[src/rtl/fpu_pkg.sv]
`default_nettype none
// ============================================================================
//  Module      : fpu_pkg
//  Description : Shared types and register map for the FPU Wishbone bridge.
//  Revision    : 1.0 - initial release
// ============================================================================
package fpu_pkg;

    localparam int FLAGS_W = 5;

    typedef enum logic [2:0] {
        OP_ADD  = 3'd0,
        OP_SUB  = 3'd1,
        OP_MUL  = 3'd2,
        OP_DIV  = 3'd3,
        OP_SQRT = 3'd4,
        OP_CMP  = 3'd5
    } fpu_opcode_e;

    typedef enum logic [2:0] {
        RM_RNE = 3'd0,
        RM_RTZ = 3'd1,
        RM_RDN = 3'd2,
        RM_RUP = 3'd3,
        RM_RMM = 3'd4
    } fpu_rm_e;

    typedef enum logic [1:0] {
        ST_IDLE  = 2'd0,
        ST_ISSUE = 2'd1,
        ST_WAIT  = 2'd2
    } fpu_state_e;

    localparam logic [7:0] c_OFF_OP_A   = 8'h00;
    localparam logic [7:0] c_OFF_OP_B   = 8'h04;
    localparam logic [7:0] c_OFF_CTRL   = 8'h08;
    localparam logic [7:0] c_OFF_STATUS = 8'h0C;
    localparam logic [7:0] c_OFF_RESULT = 8'h10;
    localparam logic [7:0] c_OFF_FLAGS  = 8'h14;

    // Merge a bus write into a 32-bit register, honouring byte enables.
    function automatic logic [31:0] apply_sel(input logic [31:0] old_val,
                                              input logic [31:0] new_val,
                                              input logic [3:0]  sel);
        logic [31:0] w_res;
        w_res = old_val;
        for (int i = 0; i < 4; i++) begin
            if (sel[i]) w_res[i*8 +: 8] = new_val[i*8 +: 8];
        end
        return w_res;
    endfunction

endpackage
`default_nettype wire

[src/rtl/fpu_result_fifo.sv]
`default_nettype none
// ============================================================================
//  Module      : fpu_result_fifo
//  Description : Synchronous FIFO holding {flags, result} entries with count.
//  Revision    : 1.0 - initial release
// ============================================================================
module fpu_result_fifo #(
    parameter int DEPTH = 4,
    parameter int WIDTH = 37
) (
    input  logic                     clk,
    input  logic                     rst,
    input  logic                     i_push,
    input  logic [WIDTH-1:0]         i_data,
    input  logic                     i_pop,
    output logic [WIDTH-1:0]         o_head,
    output logic [$clog2(DEPTH):0]   o_count,
    output logic                     o_full,
    output logic                     o_empty
);
    localparam int c_PTR_W = $clog2(DEPTH);

    logic [WIDTH-1:0]   r_mem [DEPTH];
    logic [c_PTR_W-1:0] r_wptr;
    logic [c_PTR_W-1:0] r_rptr;
    logic [c_PTR_W:0]   r_count;
    logic               w_do_push;
    logic               w_do_pop;

    assign o_full    = (r_count == (c_PTR_W+1)'(DEPTH));
    assign o_empty   = (r_count == '0);
    // A full FIFO may still accept a push when an entry leaves the same cycle.
    assign w_do_push = i_push & (~o_full | i_pop);
    assign w_do_pop  = i_pop & ~o_empty;
    assign o_head    = r_mem[r_rptr];
    assign o_count   = r_count;

    always_ff @(posedge clk) begin
        if (w_do_push) r_mem[r_wptr] <= i_data;
    end

    always_ff @(posedge clk) begin
        if (rst) begin
            r_wptr  <= '0;
            r_rptr  <= '0;
            r_count <= '0;
        end else begin
            if (w_do_push) r_wptr <= r_wptr + 1'b1;
            if (w_do_pop)  r_rptr <= r_rptr + 1'b1;
            case ({w_do_push, w_do_pop})
                2'b10:   r_count <= r_count + 1'b1;
                2'b01:   r_count <= r_count - 1'b1;
                default: r_count <= r_count;
            endcase
        end
    end

endmodule
`default_nettype wire

[src/rtl/fpu_wb_bridge.sv]
`default_nettype none
// ============================================================================
//  Module      : fpu_wb_bridge
//  Description : Wishbone slave launching FPU operations and queueing results.
//                Optional WAIT timeout enabled by FPU_WB_TIMEOUT_EN.
//  Revision    : 1.0 - initial release
// ============================================================================
module fpu_wb_bridge
    import fpu_pkg::*;
#(
    parameter logic [31:0] BASE_ADDR      = 32'h3000_0000,
    parameter int          RESULT_DEPTH   = 4,
    parameter int          TIMEOUT_CYCLES = 255
) (
    input  logic         wb_clk_i,
    input  logic         wb_rst_i,
    input  logic         wbs_cyc_i,
    input  logic         wbs_stb_i,
    input  logic         wbs_we_i,
    input  logic [3:0]   wbs_sel_i,
    input  logic [31:0]  wbs_adr_i,
    input  logic [31:0]  wbs_dat_i,
    output logic         wbs_ack_o,
    output logic [31:0]  wbs_dat_o,
    output logic [31:0]  fpu_op_a_o,
    output logic [31:0]  fpu_op_b_o,
    output logic [2:0]   fpu_opcode_o,
    output logic [2:0]   fpu_rm_o,
    output logic         fpu_start_o,
    input  logic         fpu_done_i,
    input  logic [31:0]  fpu_result_i,
    input  logic [4:0]   fpu_flags_i,
    output logic         irq_o
);
    localparam int c_CNT_W   = $clog2(RESULT_DEPTH) + 1;
    localparam int c_ENTRY_W = FLAGS_W + 32;

    fpu_state_e           r_state;
    fpu_state_e           w_state_nxt;
    logic [31:0]          r_op_a;
    logic [31:0]          r_op_b;
    logic [2:0]           r_opcode;
    logic [2:0]           r_rm;
    logic                 r_irq_en;
    logic                 r_timeout;
    logic                 r_reject;
    logic                 r_ack;
    logic                 r_pop_ok;
    logic [31:0]          r_dat;
    logic [31:0]          w_rdata;
    logic [7:0]           w_off;
    logic                 w_req;
    logic                 w_sample;
    logic                 w_wr;
    logic                 w_idle;
    logic                 w_go;
    logic                 w_go_ok;
    logic                 w_push;
    logic                 w_timeout_hit;
    logic                 w_start;
    logic [c_ENTRY_W-1:0] w_head;
    logic [c_CNT_W-1:0]   w_count;
    logic                 w_full;
    logic                 w_empty;
    logic [3:0]           w_cnt4;
    logic                 w_unused_ok;

    // Read data is captured when the request is first seen; side effects
    // (register writes, GO, pops) happen in the following ack cycle.
    assign w_req    = wbs_cyc_i & wbs_stb_i & (wbs_adr_i[31:8] == BASE_ADDR[31:8]);
    assign w_sample = w_req & ~r_ack;
    assign w_wr     = w_req & r_ack & wbs_we_i;
    assign w_off    = {wbs_adr_i[7:2], 2'b00};
    assign w_idle   = (r_state == ST_IDLE);
    assign w_go     = w_wr & (w_off == c_OFF_CTRL) & wbs_sel_i[3] & wbs_dat_i[31];
    assign w_go_ok  = w_go & w_idle & ~w_full;
    assign w_push   = (r_state == ST_WAIT) & fpu_done_i;
    assign w_cnt4   = 4'(w_count);

`ifdef FPU_WB_TIMEOUT_EN
    localparam int c_TO_W = $clog2(TIMEOUT_CYCLES + 1);
    logic [c_TO_W-1:0] r_wait_cnt;

    always_ff @(posedge wb_clk_i) begin
        if (wb_rst_i || r_state != ST_WAIT) r_wait_cnt <= '0;
        else                                r_wait_cnt <= r_wait_cnt + c_TO_W'(1);
    end

    // A done arriving in the terminal cycle takes priority over the timeout.
    assign w_timeout_hit = (r_state == ST_WAIT) & ~fpu_done_i &
                           (r_wait_cnt == c_TO_W'(TIMEOUT_CYCLES - 1));
    assign w_unused_ok   = ^wbs_adr_i[1:0];
`else
    assign w_timeout_hit = 1'b0;
    assign w_unused_ok   = ^{wbs_adr_i[1:0], (TIMEOUT_CYCLES != 0)};
`endif

    fpu_result_fifo #(
        .DEPTH (RESULT_DEPTH),
        .WIDTH (c_ENTRY_W)
    ) u_result_fifo (
        .clk     (wb_clk_i),
        .rst     (wb_rst_i),
        .i_push  (w_push),
        .i_data  ({fpu_flags_i, fpu_result_i}),
        .i_pop   (r_pop_ok),
        .o_head  (w_head),
        .o_count (w_count),
        .o_full  (w_full),
        .o_empty (w_empty)
    );

    always_ff @(posedge wb_clk_i) begin
        if (wb_rst_i) r_state <= ST_IDLE;
        else          r_state <= w_state_nxt;
    end

    always_comb begin
        w_state_nxt = r_state;
        w_start     = 1'b0;
        case (r_state)
            ST_IDLE:  if (w_go_ok) w_state_nxt = ST_ISSUE;
            ST_ISSUE: begin
                w_start     = 1'b1;
                w_state_nxt = ST_WAIT;
            end
            ST_WAIT:  if (fpu_done_i || w_timeout_hit) w_state_nxt = ST_IDLE;
            default:  w_state_nxt = ST_IDLE;
        endcase
    end

    always_comb begin
        w_rdata = '0;
        case (w_off)
            c_OFF_OP_A:   w_rdata = r_op_a;
            c_OFF_OP_B:   w_rdata = r_op_b;
            c_OFF_CTRL:   w_rdata = {25'd0, r_irq_en, r_rm, r_opcode};
            c_OFF_STATUS: w_rdata = {23'd0, w_cnt4, r_reject, r_timeout,
                                     w_full, ~w_empty, ~w_idle};
            c_OFF_RESULT: w_rdata = w_empty ? 32'd0 : w_head[31:0];
            c_OFF_FLAGS:  w_rdata = w_empty ? 32'd0 : {27'd0, w_head[c_ENTRY_W-1:32]};
            default:      w_rdata = '0;
        endcase
    end

    always_ff @(posedge wb_clk_i) begin
        if (wb_rst_i) begin
            r_ack    <= 1'b0;
            r_dat    <= '0;
            r_pop_ok <= 1'b0;
        end else begin
            r_ack    <= w_sample;
            r_dat    <= (w_sample & ~wbs_we_i) ? w_rdata : 32'd0;
            // Only pop an entry that was actually returned on this read.
            r_pop_ok <= w_sample & ~wbs_we_i & (w_off == c_OFF_RESULT) & ~w_empty;
        end
    end

    always_ff @(posedge wb_clk_i) begin
        if (wb_rst_i) begin
            r_op_a    <= '0;
            r_op_b    <= '0;
            r_opcode  <= '0;
            r_rm      <= '0;
            r_irq_en  <= 1'b0;
            r_timeout <= 1'b0;
            r_reject  <= 1'b0;
        end else begin
            if (w_wr && w_idle) begin
                case (w_off)
                    c_OFF_OP_A: r_op_a <= apply_sel(r_op_a, wbs_dat_i, wbs_sel_i);
                    c_OFF_OP_B: r_op_b <= apply_sel(r_op_b, wbs_dat_i, wbs_sel_i);
                    c_OFF_CTRL: if (wbs_sel_i[0]) {r_irq_en, r_rm, r_opcode} <= wbs_dat_i[6:0];
                    default: ;
                endcase
            end
            if (w_wr && w_off == c_OFF_STATUS && wbs_sel_i[0]) begin
                if (wbs_dat_i[3]) r_timeout <= 1'b0;
                if (wbs_dat_i[4]) r_reject  <= 1'b0;
            end
            if (w_go && !w_go_ok) r_reject  <= 1'b1;
            if (w_timeout_hit)    r_timeout <= 1'b1;
        end
    end

    assign wbs_ack_o    = r_ack;
    assign wbs_dat_o    = r_dat;
    assign fpu_op_a_o   = r_op_a;
    assign fpu_op_b_o   = r_op_b;
    assign fpu_opcode_o = r_opcode;
    assign fpu_rm_o     = r_rm;
    assign fpu_start_o  = w_start;
    assign irq_o        = r_irq_en & ~w_empty;

endmodule
`default_nettype wire

[config.mk]
export PLATFORM = sky130hd
export DESIGN_NAME = fpu_wb_bridge
export DESIGN_NICKNAME = d
export VERILOG_FILES = /design/src/rtl/fpu_pkg.sv /design/src/rtl/fpu_result_fifo.sv /design/src/rtl/fpu_wb_bridge.sv
export SDC_FILE = /design/constraint.sdc
export NUM_CORES = 1
export LEC_CHECK = 0
export ABC_AREA = 1
export CORE_MARGIN = 3
export CORE_UTILIZATION = 50
export DETAILED_ROUTE_END_ITERATION = 10
export DONT_BUFFER_PORTS = 1
export SLEW_MARGIN = 20
export SYNTH_ARGS = -nofsm -noshare
export SYNTH_HDL_FRONTEND = slang
export SYNTH_SLANG_ARGS = --single-unit
[constraint.sdc]
create_clock -name wb_clk_i -period 3.3 [get_ports wb_clk_i]
set_input_delay 0 -clock wb_clk_i [delete_from_list [all_inputs] [get_ports wb_clk_i]]
set_output_delay 0 -clock wb_clk_i [all_outputs]
set_load 0.005 [all_outputs]
== Word-level counts from Yosys, hierarchy flattened ==
Memory sizes are Yosys's and may differ from the RTL's. A register that Yosys moved wholly into a read port is not among the register bits.
Cells that the tools add are included.

* Bits in registers: 115
* Latch bits: 0
* RAM bits: 148
* Bits in read-only memories: 0
* Input bits: 111
* Output and inout bits: 105
* Logic and storage cells: 99
* Memories: 1

* $add $sub $neg: 4
* Multiply operators: 0
* Div/mod/pow operators: 0
* Magnitude comparators: 0
* Equality and inequality tests: 13
* Shift-type cells: 0
* Multiplexer cells: 15
* Bitwise logic cells: 24
* Reductions and logical operators: 23

{| class="wikitable"
|+ Memories
! memory !! depth !! width !! rd ports !! clocked after memory_dff !! write ports !! RTL line !! RTL
|-
| u_result_fifo.r_mem || 4 || 37 || 1 || 1 || 1 || fpu_result_fifo.sv:23 || <nowiki>logic [WIDTH-1:0] r_mem [DEPTH];</nowiki>
|}

{| class="wikitable"
|+ Operators with widths
! kind !! count
|-
| one-hot mux 32 bit (6 select lines) || 1
|-
| two-way mux 32 bit || 1
|-
| AND reduction 3 bit || 9
|-
| == test 24 x 22 -> 1 bit (second input constant) || 1
|-
| bitwise AND 1 bit || 17
|-
| == test 6 x 2 -> 1 bit (second input constant) || 2
|-
| == test 6 x 3 -> 1 bit (second input constant) || 2
|-
| zero test 8 bit || 1
|-
| two-way mux 2 bit || 4
|-
| == test 6 x 1 -> 1 bit (second input constant) || 1
|-
| two-way mux 1 bit || 6
|-
| inverter 1 bit || 6
|-
| one-hot mux 2 bit (3 select lines) || 1
|-
| one-hot mux 3 bit (2 select lines) || 1
|-
| nonzero test 2 bit || 3
|-
| two-way mux 5 bit || 1
|-
| adder 2 x 1 -> 2 bit (second input constant) || 2
|-
| == test 2 x 1 -> 1 bit (second input constant) || 2
|-
| == test 2 bit (second input constant) || 2
|-
| logical AND 1 bit || 4
|-
| AND reduction 2 bit || 2
|-
| adder 3 x 1 -> 3 bit (second input constant) || 1
|-
| == test 3 bit (second input constant) || 1
|-
| zero test 3 bit || 1
|-
| other kinds (7) || 7
|}

== Logic depth before layout (Yosys ltp) ==
* Depth after elaboration: 13
* Depth in mapped cells: 12

== Modules after synthesis ==
A second synthesis with hierarchy kept.

* Cell total of the unflattened synthesis: 1137
* Area total of the unflattened synthesis: 11195.7 sq um

{| class="wikitable"
|+ By module, submodules not included
! module !! instances !! cells an instance !! area an instance (sq um) !! seq. area each (sq um)
|-
| fpu_result_fifo || 1 || 432 || 5989.5 || 4624.4
|-
| fpu_wb_bridge || 1 || 705 || 5206.2 || 2162.1
|}

== Least setup slack after synthesis ==
OpenSTA, ideal clock, no wires.

* Kind: register to register
* From: register u_result_fifo.r_count[0] (netlist: u_result_fifo.o_count[0])
* To: memory u_result_fifo.r_mem[0][0], enable pin
* Setup time: 431 ps
* Data arrival time: 2449 ps
* Required time: 2869 ps
* Setup slack: 419 ps
* Cell stages (with the launch flop): 7
* Period minus slack after synthesis: 2881 ps
* Cells stage by stage: dfxtp_1 inv_1 nand2_1 nor2_1 nand2_1 nand4_1 nor2_1

* Cells in the longest elaborated chain, start to end: 6

{| class="wikitable"
|+ Ends and longest elaborated chain
! item !! RTL line !! RTL
|-
| from (decl) || fpu_result_fifo.sv:26 || <nowiki>logic [c_PTR_W:0] r_count;</nowiki>
|-
| from (signal assigned) || fpu_result_fifo.sv:51 || <nowiki>2'b10: r_count <= r_count + 1'b1;</nowiki>
|-
| from (signal assigned) || fpu_result_fifo.sv:52 || <nowiki>2'b01: r_count <= r_count - 1'b1;</nowiki>
|-
| from (signal assigned) || fpu_result_fifo.sv:53 || <nowiki>default: r_count <= r_count;</nowiki>
|-
| == test 3 bit || fpu_result_fifo.sv:30 || <nowiki>assign o_full = (r_count == (c_PTR_W+1)'(DEPTH));</nowiki>
|-
| inverter 1 bit || fpu_result_fifo.sv:33 || <nowiki>assign w_do_push = i_push & (~o_full | i_pop);</nowiki>
|-
| bitwise OR 1 bit || fpu_result_fifo.sv:33 ||
|-
| bitwise AND 1 bit || fpu_result_fifo.sv:33 ||
|-
| two-way mux 1 bit || fpu_result_fifo.sv:39 || <nowiki>if (w_do_push) r_mem[r_wptr] <= i_data;</nowiki>
|-
| two-way mux 1 bit (implied by the code) || fpu_result_fifo.sv:39 ||
|-
| to (decl) || fpu_result_fifo.sv:23 ||
|}

No other way between the ends.

== Final worst setup path ==
* From: input port wbs_adr_i[24]
* To: register r_pop_ok

* Cells in the longest elaborated chain, start to end: 6

{| class="wikitable"
|+ Ends and longest elaborated chain
! item !! RTL line !! RTL
|-
| from (decl) || fpu_wb_bridge.sv:21 || <nowiki>input logic [31:0] wbs_adr_i,</nowiki>
|-
| == test 24 x 22 -> 1 bit || fpu_wb_bridge.sv:70 || <nowiki>assign w_req = wbs_cyc_i & wbs_stb_i & (wbs_adr_i[31:8] == BASE_ADDR[31:8]);</nowiki>
|-
| bitwise AND 1 bit || fpu_wb_bridge.sv:70 ||
|-
| bitwise AND 1 bit || fpu_wb_bridge.sv:71 || <nowiki>assign w_sample = w_req & ~r_ack;</nowiki>
|-
| bitwise AND 1 bit (3 in a row) || fpu_wb_bridge.sv:155 || <nowiki>r_pop_ok <= w_sample & ~wbs_we_i & (w_off == c_OFF_RESULT) & ~w_empty;</nowiki>
|-
| to (signal assigned) || fpu_wb_bridge.sv:155 ||
|-
| to (decl) || fpu_wb_bridge.sv:48 || <nowiki>logic r_pop_ok;</nowiki>
|}

No other way between the ends.
A chain may end at the register's enable or synchronous reset.

==> flow_summary_export.csv <==
group,metric,value,unit
outcome,status,"completed",
clocking,htreeDepth,1,
floorplan,num_io_pins,216,
timing,finClkSkew,10.02,ps
critical_path,timing.reg2reg.worst_path_depth,10,
detailed_routing,routed_wl,29.17,mm
clocking,ctsRootBufferMaster,"sky130_fd_sc_hd__clkbuf_16",
critical_path,worst_r2r_startpoint,"wbs_ack_o",
floorplan,coreArea,21420,µm²
global_routing,met3_usage,0.04618,
detailed_routing,detail_route.drc_violations,0,
power_and_ir_drop,netSwitchingFraction,0.2034,
critical_path,setup.worst_path.class,"input pin to register",
clocking,cts_buffer_depth,3,
floorplan,cell_row_count,53,
detailed_routing,vias_post_dr,8454,
logic_synthesis,netlist-cell-type-count,39,
floorplan,die_w,155.1,µm
power_and_ir_drop,vdd.ir_drop.worst,0.4588,mV
timing,unrepaired_setup_endpoints_after_global_routing,"false",
global_routing,global_route.usage.met2,0.3661,
place,io_buffers,0,
logic_synthesis,postSynthCellCount,1177,
place,place_hpwl,18.56,mm
logic_synthesis,synth.cell_area,11120,µm²
critical_path,worst-endpoint-arrival,3600,ps
global_routing,globalRouteOverflowTotal,0,
timing,fin_setup_tns,0,ps
place,routabilityCongestion,0.8256,
detailed_routing,ant_nets,0,
detailed_routing,drt_iter0_drc,827,
cells_and_area,fillerInstances,1843,
critical_path,worstSetupStartpoint,"wbs_adr_i[24]",
logic_synthesis,synth.net_count,1294,
power_and_ir_drop,internal_power,0.005437,W
cells_and_area,mostFrequentLayoutCell,"sky130_fd_sc_hd__nor2_1",
hold_path,hold_crit_class,"input pin to register",
cells_and_area,number_of_antenna_repair_diodes,0,
global_routing,globalRouteTotalUtil,0.2351,
timing,maxSlewHeadroom,0.3601,
clocking,clock_latency,540,ps
power_and_ir_drop,share_comb_of_total_power,0.030,
cells_and_area,post_layout_nonfiller_instances,1559,
global_routing,gr_busiest_metal,"met2",
critical_path,endpoint_of_the_worst_register_to_register_path,"fpu_op_b_o[13]",
power_and_ir_drop,power_share_of_the_clock_group,0.460,
critical_path,worst_setup_path_start_kind,"input pin",
detailed_routing,firstDrtPassIters,5,
floorplan,floorplan.die.height,155.1,µm
clocking,worst_setup_hold_path_clk_slew,60,ps
detailed_routing,wire_per_inst,18.71,µm
logic_synthesis,register_bit_total_from_synthesis,265,
power_and_ir_drop,sequentialPowerShare,0.510,
cells_and_area,drive_above_1_share,0.08489,
timing,timing.final.hold_violations,0,
power_and_ir_drop,p_leak,4.883,nW
critical_path,worstSetupEndpointType,"register",
cells_and_area,layout_common_cells,"sky130_fd_sc_hd__nor2_1 (249), sky130_fd_sc_hd__nand2_1 (223), sky130_fd_sc_hd__edfxtp_1 (148), sky130_fd_sc_hd__dfxtp_1 (116), sky130_fd_sc_hd__dlygate4sd3_1 (104)",
critical_path,critPathCapture,"r_pop_ok",
timing,finalSetupViolCount,0,
timing,worstMarginPinSlew,956.7,ps
global_routing,global_routing_usage_on_met1,0.3424,
critical_path,cp_max_fo,4,
timing,final_max_slew_viol_count,0,
logic_synthesis,average_footprint_of_a_synthesized_cell,9.445,µm²
power_and_ir_drop,total_switching_power,0.001389,W
global_routing,first_global_vias,7861,
cells_and_area,area_delta_synth_final,19.48,%
clocking,cts_sinks,265,
floorplan,design.die.area,24060,µm²
logic_synthesis,synth.yosys.warnings,0,
timing,fmax,0.3207,GHz
global_routing,grt_start_max_net_pins,75,
place,place.detailed.instances,1404,
detailed_routing,detail_route.vias_per_cell,5.423,
clocking,cts_buffers,29,
floorplan,initial_core_util,0.5190,
cells_and_area,final_nets,1381,
timing,period_minus_slack,3119,ps
power_and_ir_drop,power.density_cell_area,513.8,nW/µm²
job,max_capacitance_violation_total,0,
logic_synthesis,synth.yosys.seq_area_share,0.6105,
global_routing,grt_first_pass_wirelength,44.99,mm
critical_path,register_to_register_path_setup_slack,280,ps
clocking,tritoncts,"done",
timing,final_min_period_over_clock_period,0.9450,
global_routing,number_of_antenna_violations_at_the_first_check_in_global_routing,0,
critical_path,required,3780,ps
[metrics by stage]
stage	hold slack, ps	setup slack, ps	instance area (µm²)	total power [W]	utilization
3_3_place_gp	72.03	1113	11300	0.003635	0.5275
2_1_floorplan	69.07	419.4	11120	0.003633	-
5_1_grt	41.50	2.665	13280	0.007038	0.6201
6_report	14.17	181.4	13280	0.006825	0.6201
3_5_place_dp	72.46	1074	11300	0.003636	0.5275
4_1_cts	4.425	221.4	13280	0.006884	0.6200
[state kept, by name, summed over array words and instances, names as in the netlist, named ones only]
register,cells
u_result_fifo.r_wptr,2
r_irq_en,1
r_reject,1
fpu_opcode_o,3
r_state,2
u_result_fifo.o_count,3
fpu_op_a_o,32
fpu_rm_o,3
u_result_fifo.r_mem,148
wbs_ack_o,1
fpu_op_b_o,32
u_result_fifo.r_rptr,2
wbs_dat_o,32
r_pop_ok,1
[power by group through the flow]
stage	sequential, W	clock (W)	combinational [W]
after floorplan	0.00355	0	0.0000819
after global placement	0.00355	0	0.0000837
after detailed placement	0.00355	0	0.0000849
after CTS	0.00348	0.00320	0.000202
after global routing	0.00348	0.00334	0.000224
final	0.00348	0.00314	0.000204
[cell usage after synthesis, drive strengths merged]
cell type / number / area share
a21oi: 61 / 0.027
a22oi: 14 / 0.0095
and2: 2 / 0.0014
buf: 51 / 0.026
clkbuf: 15 / 0.0051
clkinv: 3 / 0.0011
dfxtp: 117 / 0.21
edfxtp: 148 / 0.40
fa: 1 / 0.0018
ha: 5 / 0.0056
inv: 68 / 0.023
nand2: 226 / 0.077
nand3: 13 / 0.0074
nand4: 79 / 0.050
nor2: 271 / 0.10
nor3: 6 / 0.0036
nor3b: 1 / 0.00068
o2111ai: 1 / 0.00079
o211ai: 1 / 0.00068
o21a: 1 / 0.00068
o21ai: 68 / 0.031
o22ai: 24 / 0.014
xor2: 1 / 0.00079
[per-layer routing]
layer	vias up	part of all wire
met5	-	0
met1	3945	0.44
met3	37	0.082
li1	4161	-
met2	311	0.46
met4	0	0.022
[area by class of cell]
type | count | area, µm² | share of cell area
clock buffers | 35 | 798.3 | 0.06010
clock inverters | 16 | 141.4 | 0.01064
inverters | 71 | 270.3 | 0.02035
multi-input cells | 775 | 3749 | 0.2822
flip-flops and latches | 265 | 6788 | 0.5110
well taps | 275 | 344.1 | 0.02590
repair buffers | 122 | 1192 | 0.08977
[worst max-delay path, stage by stage]
cell and delay (ps):
sky130_fd_sc_hd__dlygate4sd3_1 530, sky130_fd_sc_hd__nor2_1 80, sky130_fd_sc_hd__dlygate4sd3_1 550, sky130_fd_sc_hd__nand4_1 60
sky130_fd_sc_hd__dlygate4sd3_1 570, sky130_fd_sc_hd__nor3_2 320, sky130_fd_sc_hd__dlygate4sd3_1 620, sky130_fd_sc_hd__and2_1 140
sky130_fd_sc_hd__nand2_1 80, sky130_fd_sc_hd__nor2_1 90, sky130_fd_sc_hd__dlygate4sd3_1 550
[cells by family after synthesis]
logic type | count (synthesis) | synth area share
flops | 265 | 0.6105
buf+inv | 137 | 0.05560
xor+xnor | 1 | 0.0007880
simple gates | 598 | 0.2425
compound gates | 170 | 0.08317
fa+ha+maj | 6 | 0.007428
[worst min path at each step]
stage	from	end	slack [ps]	cells past startpoint
2_1_floorplan	wb_rst_i	r_reject	70	1
3_3_place_gp	wb_rst_i	r_reject	70	1
3_5_place_dp	wb_rst_i	r_reject	70	1
4_1_cts	wb_rst_i	fpu_op_a_o[5]	4	3
5_1_grt	wb_rst_i	fpu_op_b_o[28]	40	3
6_report	wb_rst_i	fpu_op_a_o[4]	10	3
[repair_timing]
action	CTS	global route
endpoints found under the hold margin	230	0
hold buffers	104	0
endpoints found under the setup margin	0	3
setup buffers	0	0
gates resized for setup	0	1
Note: power is estimated with default switching activity, not from simulation.
